## config.mk

```make
export PLATFORM = sky130hd
export DESIGN_NAME = clap_replay
export DESIGN_NICKNAME = d
export VERILOG_FILES = /design/src/rtl/clap_replay.sv
export SDC_FILE = /design/constraint.sdc
export NUM_CORES = 1
export LEC_CHECK = 0
export CAP_MARGIN = 10
export CORE_MARGIN = 2
export CORE_UTILIZATION = 50
export DETAILED_ROUTE_END_ITERATION = 6
export PLACE_DENSITY_LB_ADDON = 0.15
export SETUP_SLACK_MARGIN = 0.5
export SLEW_MARGIN = 20
export SYNTH_ARGS = -nofsm -noshare
export SYNTH_HDL_FRONTEND = slang
export SYNTH_SLANG_ARGS = --single-unit
```

## constraint.sdc

```tcl
create_clock -name clk -period 5.3 [get_ports clk]
set_input_delay 1.06 -clock clk [delete_from_list [all_inputs] [get_ports clk]]
set_output_delay 1.06 -clock clk [all_outputs]
set_load 0.01 [all_outputs]
```

## src/rtl/clap_replay.sv

```systemverilog
// clap_replay: stores up to DEPTH clap intervals and replays them as single-cycle pulses
module clap_replay #(
   parameter int CNT_W    = 17,
   parameter int MAXCOUNT = 66080,
   parameter int DEPTH    = 8,
   parameter int IDX_W    = 4
) (
   input  logic             clk,
   input  logic             resetn,
   input  logic             wr_en,
   input  logic [CNT_W-1:0] wr_data,
   input  logic             clear,
   input  logic             go,
   input  logic             stop,
   input  logic             en,
   output logic             pulse,
   output logic             busy,
   output logic             done,
   output logic [IDX_W-1:0] num_stored,
   output logic             full,
   output logic [CNT_W-1:0] remaining
);
   localparam logic [1:0] IDLE  = 2'd0;
   localparam logic [1:0] PULSE = 2'd1;
   localparam logic [1:0] WAIT  = 2'd2;
   localparam int A_W = $clog2(DEPTH);
   logic [1:0]       state, state_nx;
   logic [IDX_W-1:0] idx, num_nx;
   logic [CNT_W-1:0] mem [DEPTH];
   logic             idle, abort, go_ok, do_wr, last;
   always_comb begin
      idle     = state == IDLE;
      abort    = !idle && stop;
      go_ok    = idle && !clear && go && num_stored != '0;
      do_wr    = idle && !clear && !go_ok && wr_en && !full;
      last     = idx == num_stored;
      num_nx   = (idle && clear) ? '0 : do_wr ? num_stored + 1'b1 : num_stored;
      state_nx = abort           ? IDLE :
                 idle            ? (go_ok ? PULSE : IDLE) :
                 (state == PULSE) ? (last ? IDLE : WAIT) :
                 (remaining == '0 ? PULSE : WAIT);
   end
   always_ff @(posedge clk)
      if (do_wr)
         mem[num_stored[A_W-1:0]] <= (wr_data > CNT_W'(MAXCOUNT)) ? CNT_W'(MAXCOUNT) : wr_data;
   always_ff @(posedge clk or negedge resetn)
      if (!resetn) begin
         state      <= IDLE;
         idx        <= '0;
         num_stored <= '0;
         remaining  <= '0;
         pulse      <= 1'b0;
         busy       <= 1'b0;
         done       <= 1'b0;
         full       <= 1'b0;
      end else begin
         state      <= state_nx;
         pulse      <= state_nx == PULSE;
         busy       <= state_nx != IDLE;
         done       <= state == PULSE && !stop && last;
         num_stored <= num_nx;
         full       <= num_nx == IDX_W'(DEPTH);
         if (go_ok)
            idx <= '0;
         else if (state == PULSE && !stop && !last)
            idx <= idx + 1'b1;
         if (abort)
            remaining <= '0;
         else if (state == PULSE && !last)
            remaining <= mem[idx[A_W-1:0]];
         else if (state == WAIT && remaining != '0 && en)
            remaining <= remaining - 1'b1;
      end
endmodule
```

==> results of run 1 <==
worst paths after layout:
path / depth (start not counted) / to / startpoint / slack [ps]
max: 6 / mem[6][5] / wr_data[0] / 1930
min: 1 / idx[3] / idx[3] / 500
max reg2reg: 8 / mem[4][7] / num_stored[0] / 2470
min reg2reg: 1 / idx[3] / idx[3] / 500
max in group asynchronous: 2 / idx[0] / resetn / 3960
min in group asynchronous: 2 / busy / resetn / 1030
registers in the layout, summed over array words and instances, names as in the netlist:
signal and count:
full 1, num_stored 4, remaining 17, state 2, done 1, busy 1
pulse 1, mem 136, idx 4
routing by layer:
layer | wire length (µm) | up-vias | GRT usage [%]
met3 | 904 | 16 | 4.11
met5 | 0 | - | 0
met2 | 6710 | 120 | 30.8
li1 | - | 1809 | -
met4 | 168 | 0 | 7.24
met1 | 6260 | 1977 | 29.5
power by group:
part / total (W) / internal (W) / leakage (nW) / switching, W
registers: 0.00169 / 0.00154 / 1.66 / 0.000159
clock network: 0.00116 / 0.000688 / 0.258 / 0.000474
logic: 0.000790 / 0.000419 / 0.862 / 0.000370
total: 0.00365 / 0.00264 / 2.78 / 0.00100
per-stage QoR:
| step | power [W] | utilization (%) | instances | setup WS (ps) | hold slack, ps |
|---|---|---|---|---|---|
| after floorplan | 0.00223 | - | 427 | 1660 | 466 |
| after global placement | 0.00249 | 56.4 | 642 | 1460 | 483 |
| after detailed placement | 0.00252 | 56.4 | 642 | 1390 | 494 |
| after CTS | 0.00368 | 60.5 | 674 | 1830 | 502 |
| after global routing | 0.00382 | 60.5 | 674 | 1680 | 538 |
| final | 0.00365 | 60.5 | 674 | 1930 | 497 |
worst register-to-register path, delay by kind of cell, from the launching register on:
kind	cells	cell delay, ps
adder cells (fa/ha/maj)	1	220
AND/OR/NAND/NOR	3	680
flip-flops	1	510
buffers and inverters	3	750
AO/OA/AOI/OAI	1	350
cell families (layout without fill, tap and decap cells):
| family | count (synthesis) | after routing |
|---|---|---|
| flip-flops | 167 | 167 |
| AND/OR/NAND/NOR | 110 | 110 |
| AO/OA/AOI/OAI | 51 | 51 |
| multiplexers | 38 | 38 |
| buffers and inverters | 34 | 101 |
| XOR/XNOR | 22 | 22 |
| adder cells (fa/ha/maj) | 5 | 5 |
final cells by class:
type	instances	area, µm²	area share, %
inverters	8	30.0	0.356
well taps	180	225	2.67
clock buffers	19	433	5.14
flip-flops and latches	167	4860	57.7
repair buffers	61	578	6.86
multi-input cells	226	2170	25.7
clock inverters	13	131	1.56
synthesized netlist by cell type, types with 2 or more instances:
cell type	instances	share of area, %
dfrtp_1	31	11
nor4_1	12	1.1
o21ai_0	6	0.42
nor3b_1	3	0.32
or3_1	3	0.26
ha_1	5	0.88
nor3_1	12	0.84
edfxtp_1	136	57
nor4b_1	3	0.37
clkbuf_1	10	0.53
buf_6	2	0.32
a221oi_1	2	0.25
a211oi_1	27	2.8
buf_2	10	0.70
xnor2_1	17	2.1
nand4_1	5	0.44
inv_1	8	0.42
a21oi_1	8	0.56
and2_1	10	0.88
xor2_1	5	0.61
nand2_1	10	0.53
nand2b_1	6	0.53
mux2i_1	4	0.56
buf_1	4	0.21
nor2b_1	18	1.6
mux4_2	34	11
nand3_1	4	0.28
or4_1	3	0.32
nor2_1	11	0.58
==> impl_metrics.yaml, run 1 <==
run_status:
  status: "complete, no violations"
timing:
  rsz0062_at_grt: "no"
  worst_slew_pin_slew_ps: 1010
  hold_viol: 0
  fin_crit_ps: 3370
  max_freq_ghz: 0.296
  final.setup_skew_ps: 7.10
  setup_tns_ps: 0
  setup_viol: 0
  drv_slew: 0
  min_period_over_period_pct: 63.6
  slew_headroom_pct: 32.1
drt:
  wl_per_cell_um: 20.8
  vias_per_cell: 5.82
  routed_wirelength_mm: 14.0
  drt_first_pass_iters: 4
  num_vias: 3922
  drc_errors: 0
  drtAntennaViolNets: 0
  drtIter0Drc: 225
setup_path:
  slowest_stage: "o41ai_2"
  crit_required_ps: 5380
  worstSetupPathType: "in2reg"
  critPathMaxStageDelay_ps: 810
  cp_num_buf_inv: 1
  cp_max_fo: 12
  cp-end-kind: "flip-flop"
  critPathLaunchType: "primary input"
  critical-path-top-delay-family: "compound AO/OA/AOI/OAI gates"
  arrival_ps: 3450
  path_cells: "clkdlybuf4s50_1 -> or4_1 -> o21ai_0 -> a21boi_0 -> o41ai_2 -> nand2b_1"
pwr:
  power_leakage_nw: 2.78
  peakVddDrop_mv: 0.225
  powerDensity_nw_per_um2: 433
cells_and_area:
  diodes: 0
  nets: 510
  most-common-layout-cells: "edfxtp_1 (136), clkdlybuf4s50_1 (48), mux4_2 (34)"
  fillCellCount: 1011
  layout_commonest_cell: "edfxtp_1"
  drive_gt1_share_pct: 18.4
  finalInstanceArea_um2: 8430
  area_growth_syn_to_layout_pct: 18.0
yosys:
  ys_ff_latch: 167
  syn_nets: 456
  synth_xor_area_share_pct: 2.70
  yosysWarnings: 0
  muxShareOfSynthArea_pct: 11.3
  synth_top_family_by_area: "multiplexers"
  synth_cell_types: 47
  synthAdderAreaFrac_pct: 0.876
  synth_edf_count: 136
  async_flop_share_pct: 18.6
  synth_area_um2: 7140
  synth_flop_cell: "edfxtp_1"
  yosysSeqAreaShare_pct: 68.0
  avgSynthCellArea_um2: 16.7
  syn_inst: 427
  synth_compound_area_share_pct: 5.24
  yosys.area_share.simple_pct: 9.70
grt:
  grt_overflow_total: 0
  grt_pass1_wl_mm: 22.4
  grt_start_max_net_pins: 39
  antenna_found_initial: 0
  grt_pass1_vias: 3992
  grtUsageTotal_pct: 20.3
placed_design:
  gp_congestion: 0.766
  port_buffers: 48
  place_hpwl_mm: 8.82
  placed_area_um2: 7860
hold_path:
  hold_path_class: "reg2reg"
clocking:
  hold_buffers: 0
  clock-sinks: 167
  cts_tree: "done"
  cts-root-buf: "clkbuf_16"
  cts-buffers-inserted: 17
  htree_levels: 4
  clk_pin_slew_worst_paths_ps: 60
  cts_setup_buffers: 0
  clk_latency_ps: 420
  cts_resized: 0
  clock_path_buffers: 2
floorplan:
  dieArea_um2: 15300
  dieHeight_um: 124
  core.rowCount: 43
  top_level_ports: 49
  core_area_um2: 13900
  die_w_um: 124
  start_util_pct: 51.3
flow_run:
  cap_violations: 0
No activity file was read; power rests on OpenSTA's default activity.
==> run 2: changes to the inputs <==
Clock period 5.3 ns to 3.2 ns, I/O delays scaled along.
==> run 2 against run 1 <==
  * Final area rose by 1.8%
  * Largest cell class unchanged
  * Register-to-register slack got worse by 1700 ps
  * Power rose by 71%
  * Die area did not move
  * Critical path depth rose by 1
  * Wire length rose by 2.8%
  * Non-clock buffer count rose by 8
  * Flip-flop and latch count did not move
  * Critical path type unchanged
  * Worst hold slack improved by 6.9 ps
==> impl_metrics.yaml, run 2 (synthesis results as in run 1) <==
timing:
  hold_viol: 0
  setup_ws_ps: 717
  final.setup_skew_ps: 4.52
  fin_hold_ws_ps: 504
  drv_slew: 0
  worst_slew_pin_slew_ps: 725
  max_freq_ghz: 0.403
  rsz0062_at_grt: "no"
  min_period_over_period_pct: 77.6
  setup_tns_ps: 0
  setup_viol: 0
  slew_headroom_pct: 51.6
  fin_crit_ps: 2480
floorplan:
  dieArea_um2: 15300
  start_util_pct: 51.3
  die_w_um: 124
  core.rowCount: 43
  core_area_um2: 13900
  dieHeight_um: 124
  top_level_ports: 49
clocking:
  cts_setup_buffers: 0
  cts_tree: "done"
  clock_path_buffers: 2
  cts-root-buf: "clkbuf_16"
  clock-sinks: 167
  htree_levels: 4
  clk_latency_ps: 420
  cts-buffers-inserted: 17
  hold_buffers: 0
  cts_resized: 0
  clk_pin_slew_worst_paths_ps: 60
pwr:
  net-switching-power_w: 0.00168
  total_power_w: 0.00625
  peakVddDrop_mv: 0.387
  switching_share_pct: 26.9
  comb_power_share_pct: 23.0
  p_int_w: 0.00457
  powerDensity_nw_per_um2: 728
  p_seq_share_pct: 43.7
  power_leakage_nw: 2.86
  pwr-share-clk_pct: 33.3
grt:
  grt_pass1_vias: 3989
  busiest_layer: "met2"
  grt_util_met1_pct: 26.9
  met3_usage_pct: 4.38
  grt_start_max_net_pins: 38
  use_met2_pct: 33.8
  grt_pass1_wl_mm: 22.1
  grt_overflow_total: 0
  grtUsageTotal_pct: 20.5
  antenna_found_initial: 1
setup_path:
  critPathLaunchType: "primary input"
  reg2reg_to: "mem[2][8]"
  worstRegToRegCells: 7
  r2r_start: "num_stored[0]"
  worstSetupPathType: "in2reg"
  crit_required_ps: 3320
  arrival_ps: 2600
  cp_max_fo: 8
  r2r_slack_ps: 780
  cp-end-kind: "flip-flop"
cells_and_area:
  most-common-layout-cells: "edfxtp_1 (136), clkdlybuf4s50_1 (48), mux4_2 (34)"
  fillCellCount: 1030
  nets: 518
  multiInputGateArea_um2: 2200
  area_growth_syn_to_layout_pct: 20.1
  drive_gt1_share_pct: 20.3
  seq_area_um2: 4860
  largest_reg_flops: 136
  finalInstanceArea_um2: 8580
  diodes: 0
  layout_commonest_cell: "edfxtp_1"
run_status:
  status: "complete, no violations"
drt:
  routed_wirelength_mm: 14.4
  vias_per_cell: 5.78
  num_vias: 3942
  drt_first_pass_iters: 4
  drc_errors: 0
  wl_per_cell_um: 21.2
  drtIter0Drc: 253
  drtAntennaViolNets: 0
hold_path:
  worstHoldPathCells: 1
  worstHoldStart: "idx[3]"
  hold_path_class: "reg2reg"
  worstHoldEndpoint: "idx[3]"
placed_design:
  port_buffers: 48
  dp_slack_ps: 253
  gp_congestion: 0.738
  place_hpwl_mm: 9.21
  placed_area_um2: 7970
flow_run:
  cap_violations: 0
## run 2: cell count changes in the layout (fill, tap and decap cells not counted), moves of 2 or more
cell / change
nor4_2: -4
clkinvlp_4: -3
clkbuf_1: -2
bufinv_16: +2
buf_4: +7
nor4_4: +4
clkinv_2: +3
## run 2: power groups by stage
stage               sequential [W]  combinational (W)  clock (W)
floorplan                  0.00275           0.000954          0
global placement           0.00277            0.00142          0
detailed placement         0.00278            0.00144          0
CTS                        0.00273            0.00145    0.00212
global route               0.00276            0.00157    0.00219
finish                     0.00273            0.00143    0.00208
## run 2: final cells by class
type | instances | share of cell area [%]
multi-input cells | 226 | 25.7
clock inverters | 15 | 2.16
repair buffers | 69 | 7.58
flip-flops and latches | 167 | 56.6
well taps | 180 | 2.62
inverters | 8 | 0.350
clock buffers | 17 | 4.96
## run 2: stage by stage
stage,std cells,utilization [%]
final,682,61.6
after global routing,682,61.6
after CTS,682,61.6
after detailed placement,650,57.2
after global placement,650,57.2
after floorplan,427,-
## run 2: critical path: stages
cell and delay [ps]:
clkdlybuf4s50_1 410, or4_1 500, o21ai_0 210, a21boi_0 160, o41ai_2 290, buf_4 220
nand2b_1 170
## run 2: worst max-delay path by stage
stage,start,endpoint
6_report,wr_data[0],mem[5][5]
2_1_floorplan,num_stored[0],mem[0][0]
5_1_grt,num_stored[0],mem[6][12]
4_1_cts,wr_data[0],mem[5][5]
3_3_place_gp,wr_data[1],mem[0][5]
3_5_place_dp,wr_data[0],mem[5][5]
## run 2: routing by layer
metal / vias up / part of all wire (%)
met3: 18 / 4.6
met4: 2 / 1.3
li1: 1821 / -
met5: - / 0.055
met2: 100 / 49
met1: 2001 / 45
==> run 3: changes to the inputs <==
Clock period 3.2 ns to 2.6 ns, I/O delays scaled along.
==> run 3 against run 2 <==
  * Cell count increased by 4.7%
  * Utilization increased by 4.9 points
  * Critical path depth increased by 1
  * Critical path type is now reg2reg
==> impl_metrics.yaml, run 3 (synthesis results as in run 1) <==
run_status:
  status: "complete, no violations"
timing:
  final.setup_skew_ps: 7.41
  max_freq_ghz: 0.470
  drv_slew: 0
  worst_slew_pin_slew_ps: 654
  setup_ws_ps: 473
  min_period_over_period_pct: 81.8
  fin_crit_ps: 2130
  hold_viol: 0
  slew_headroom_pct: 56.3
  rsz0062_at_grt: "yes"
  setup_viol: 0
setup_path:
  cp_max_fo: 8
  cp_num_buf_inv: 4
  slowest_stage: "dfrtp_2"
  r2r_slack_ps: 470
  path_cells: "inv_8 -> ha_4 -> nor3b_4 -> o2111ai_4 -> buf_6 -> nor4_4 -> buf_6 -> clkbuf_16"
  path_common_cell: "buf_6"
  worstRegToRegCells: 8
  critPathMaxStageDelay_ps: 450
  critPathLaunchType: "flip-flop"
  cp-end-kind: "flip-flop"
  arrival_ps: 2270
  crit_required_ps: 2740
  critical-path-top-delay-family: "buffers and inverters"
  reg2reg_to: "mem[0][13]"
  r2r_start: "num_stored[0]"
  worstSetupPathType: "reg2reg"
clocking:
  clock_path_buffers: 2
  clock-sinks: 167
  cts_tree: "done"
  cts-buffers-inserted: 17
  clk_pin_slew_worst_paths_ps: 60
  cts-root-buf: "clkbuf_16"
  htree_levels: 4
  hold_buffers: 0
  clk_latency_ps: 420
grt:
  grt_pass1_wl_mm: 23.6
  grtUsageTotal_pct: 21.9
  grt_start_max_net_pins: 32
  antenna_found_initial: 0
  grt_pass1_vias: 4148
  grt_overflow_total: 0
cells_and_area:
  most-common-layout-cells: "edfxtp_1 (136), clkdlybuf4s50_1 (43), mux4_2 (34)"
  multiInputGateArea_um2: 2340
  drive_gt1_share_pct: 30.9
  seq_area_um2: 4870
  finalInstanceArea_um2: 9260
  nets: 553
  largest_reg_flops: 136
  diodes: 0
  area_growth_syn_to_layout_pct: 29.6
  layout_commonest_cell: "edfxtp_1"
  fin_util_pct: 66.4
  fillCellCount: 958
floorplan:
  top_level_ports: 49
  dieArea_um2: 15300
  die_w_um: 124
  core_area_um2: 13900
  start_util_pct: 51.3
  core.rowCount: 43
  dieHeight_um: 124
drt:
  routed-wl-met3_um: 914
  drt_first_pass_iters: 4
  drt-met1-wl_mm: 6.97
  vias_per_cell: 5.90
  routed_wirelength_mm: 15.9
  topRoutingLayerUsed: "met4"
  num_vias: 4215
  wl_per_cell_um: 22.3
  drtIter0Drc: 247
  drc_errors: 0
  drtAntennaViolNets: 0
  wl_met2_mm: 7.75
placed_design:
  place_hpwl_mm: 9.56
  gp_congestion: 0.747
  port_buffers: 48
  dp_slack_ps: -43.3
  placed_area_um2: 8320
pwr:
  peakVddDrop_mv: 0.545
  total_power_w: 0.00798
  powerDensity_nw_per_um2: 862
  power_leakage_nw: 3.15
flow_run:
  cap_violations: 0
hold_path:
  hold_path_class: "in2async"
run 3: stage by stage:
stage | TNS (ps) | hold slack (ps) | std cells
2_1_floorplan | 0 | 224 | 427
4_1_cts | 0 | 489 | 695
5_1_grt | 0 | 526 | 714
3_3_place_gp | -149 | 489 | 664
6_report | 0 | 488 | 714
3_5_place_dp | -411 | 489 | 664
run 3: how the worst max path moves through the flow:
stage / from / to / slack (ps) / depth (start not counted)
finish: num_stored[0] / mem[0][13] / 470 / 8
global placement: wr_data[0] / mem[5][5] / -10 / 7
CTS: num_stored[1] / mem[1][9] / 510 / 7
detailed placement: wr_data[1] / mem[6][5] / -40 / 7
global route: num_stored[0] / mem[0][13] / 400 / 8
floorplan: num_stored[1] / mem[5][0] / 140 / 8
run 3: repair_timing:
item	4_1_cts	5_1_grt
gates cloned	0	7
gates resized for setup	18	17
endpoints found under the setup margin	104	191
pin swaps	4	6
setup buffers	2	12
run 3: power breakdown:
group / internal (W) / switching (W) / total [W]
Sequential: 0.00314 / 0.000252 / 0.00339
Combinational: 0.00115 / 0.00100 / 0.00216
Clock: 0.00148 / 0.000952 / 0.00244
Total: 0.00577 / 0.00221 / 0.00798
run 3: final cells by class:
type	count	share of cell area (%)
clock inverter	10	1.43
clock buffer	19	4.68
multi-input combinational	226	25.3
timing repair buffer	104	13.1
sequential	167	52.6
inverter	8	0.514
tap	180	2.43
run 3: per-layer routing:
| metal | global-route usage, % | vias to the layer above |
|---|---|---|
| met5 | 0 | - |
| met4 | 7.88 | 0 |
| met3 | 4.20 | 20 |
| met2 | 34.4 | 153 |
| met1 | 30.8 | 2145 |
| li1 | - | 1897 |
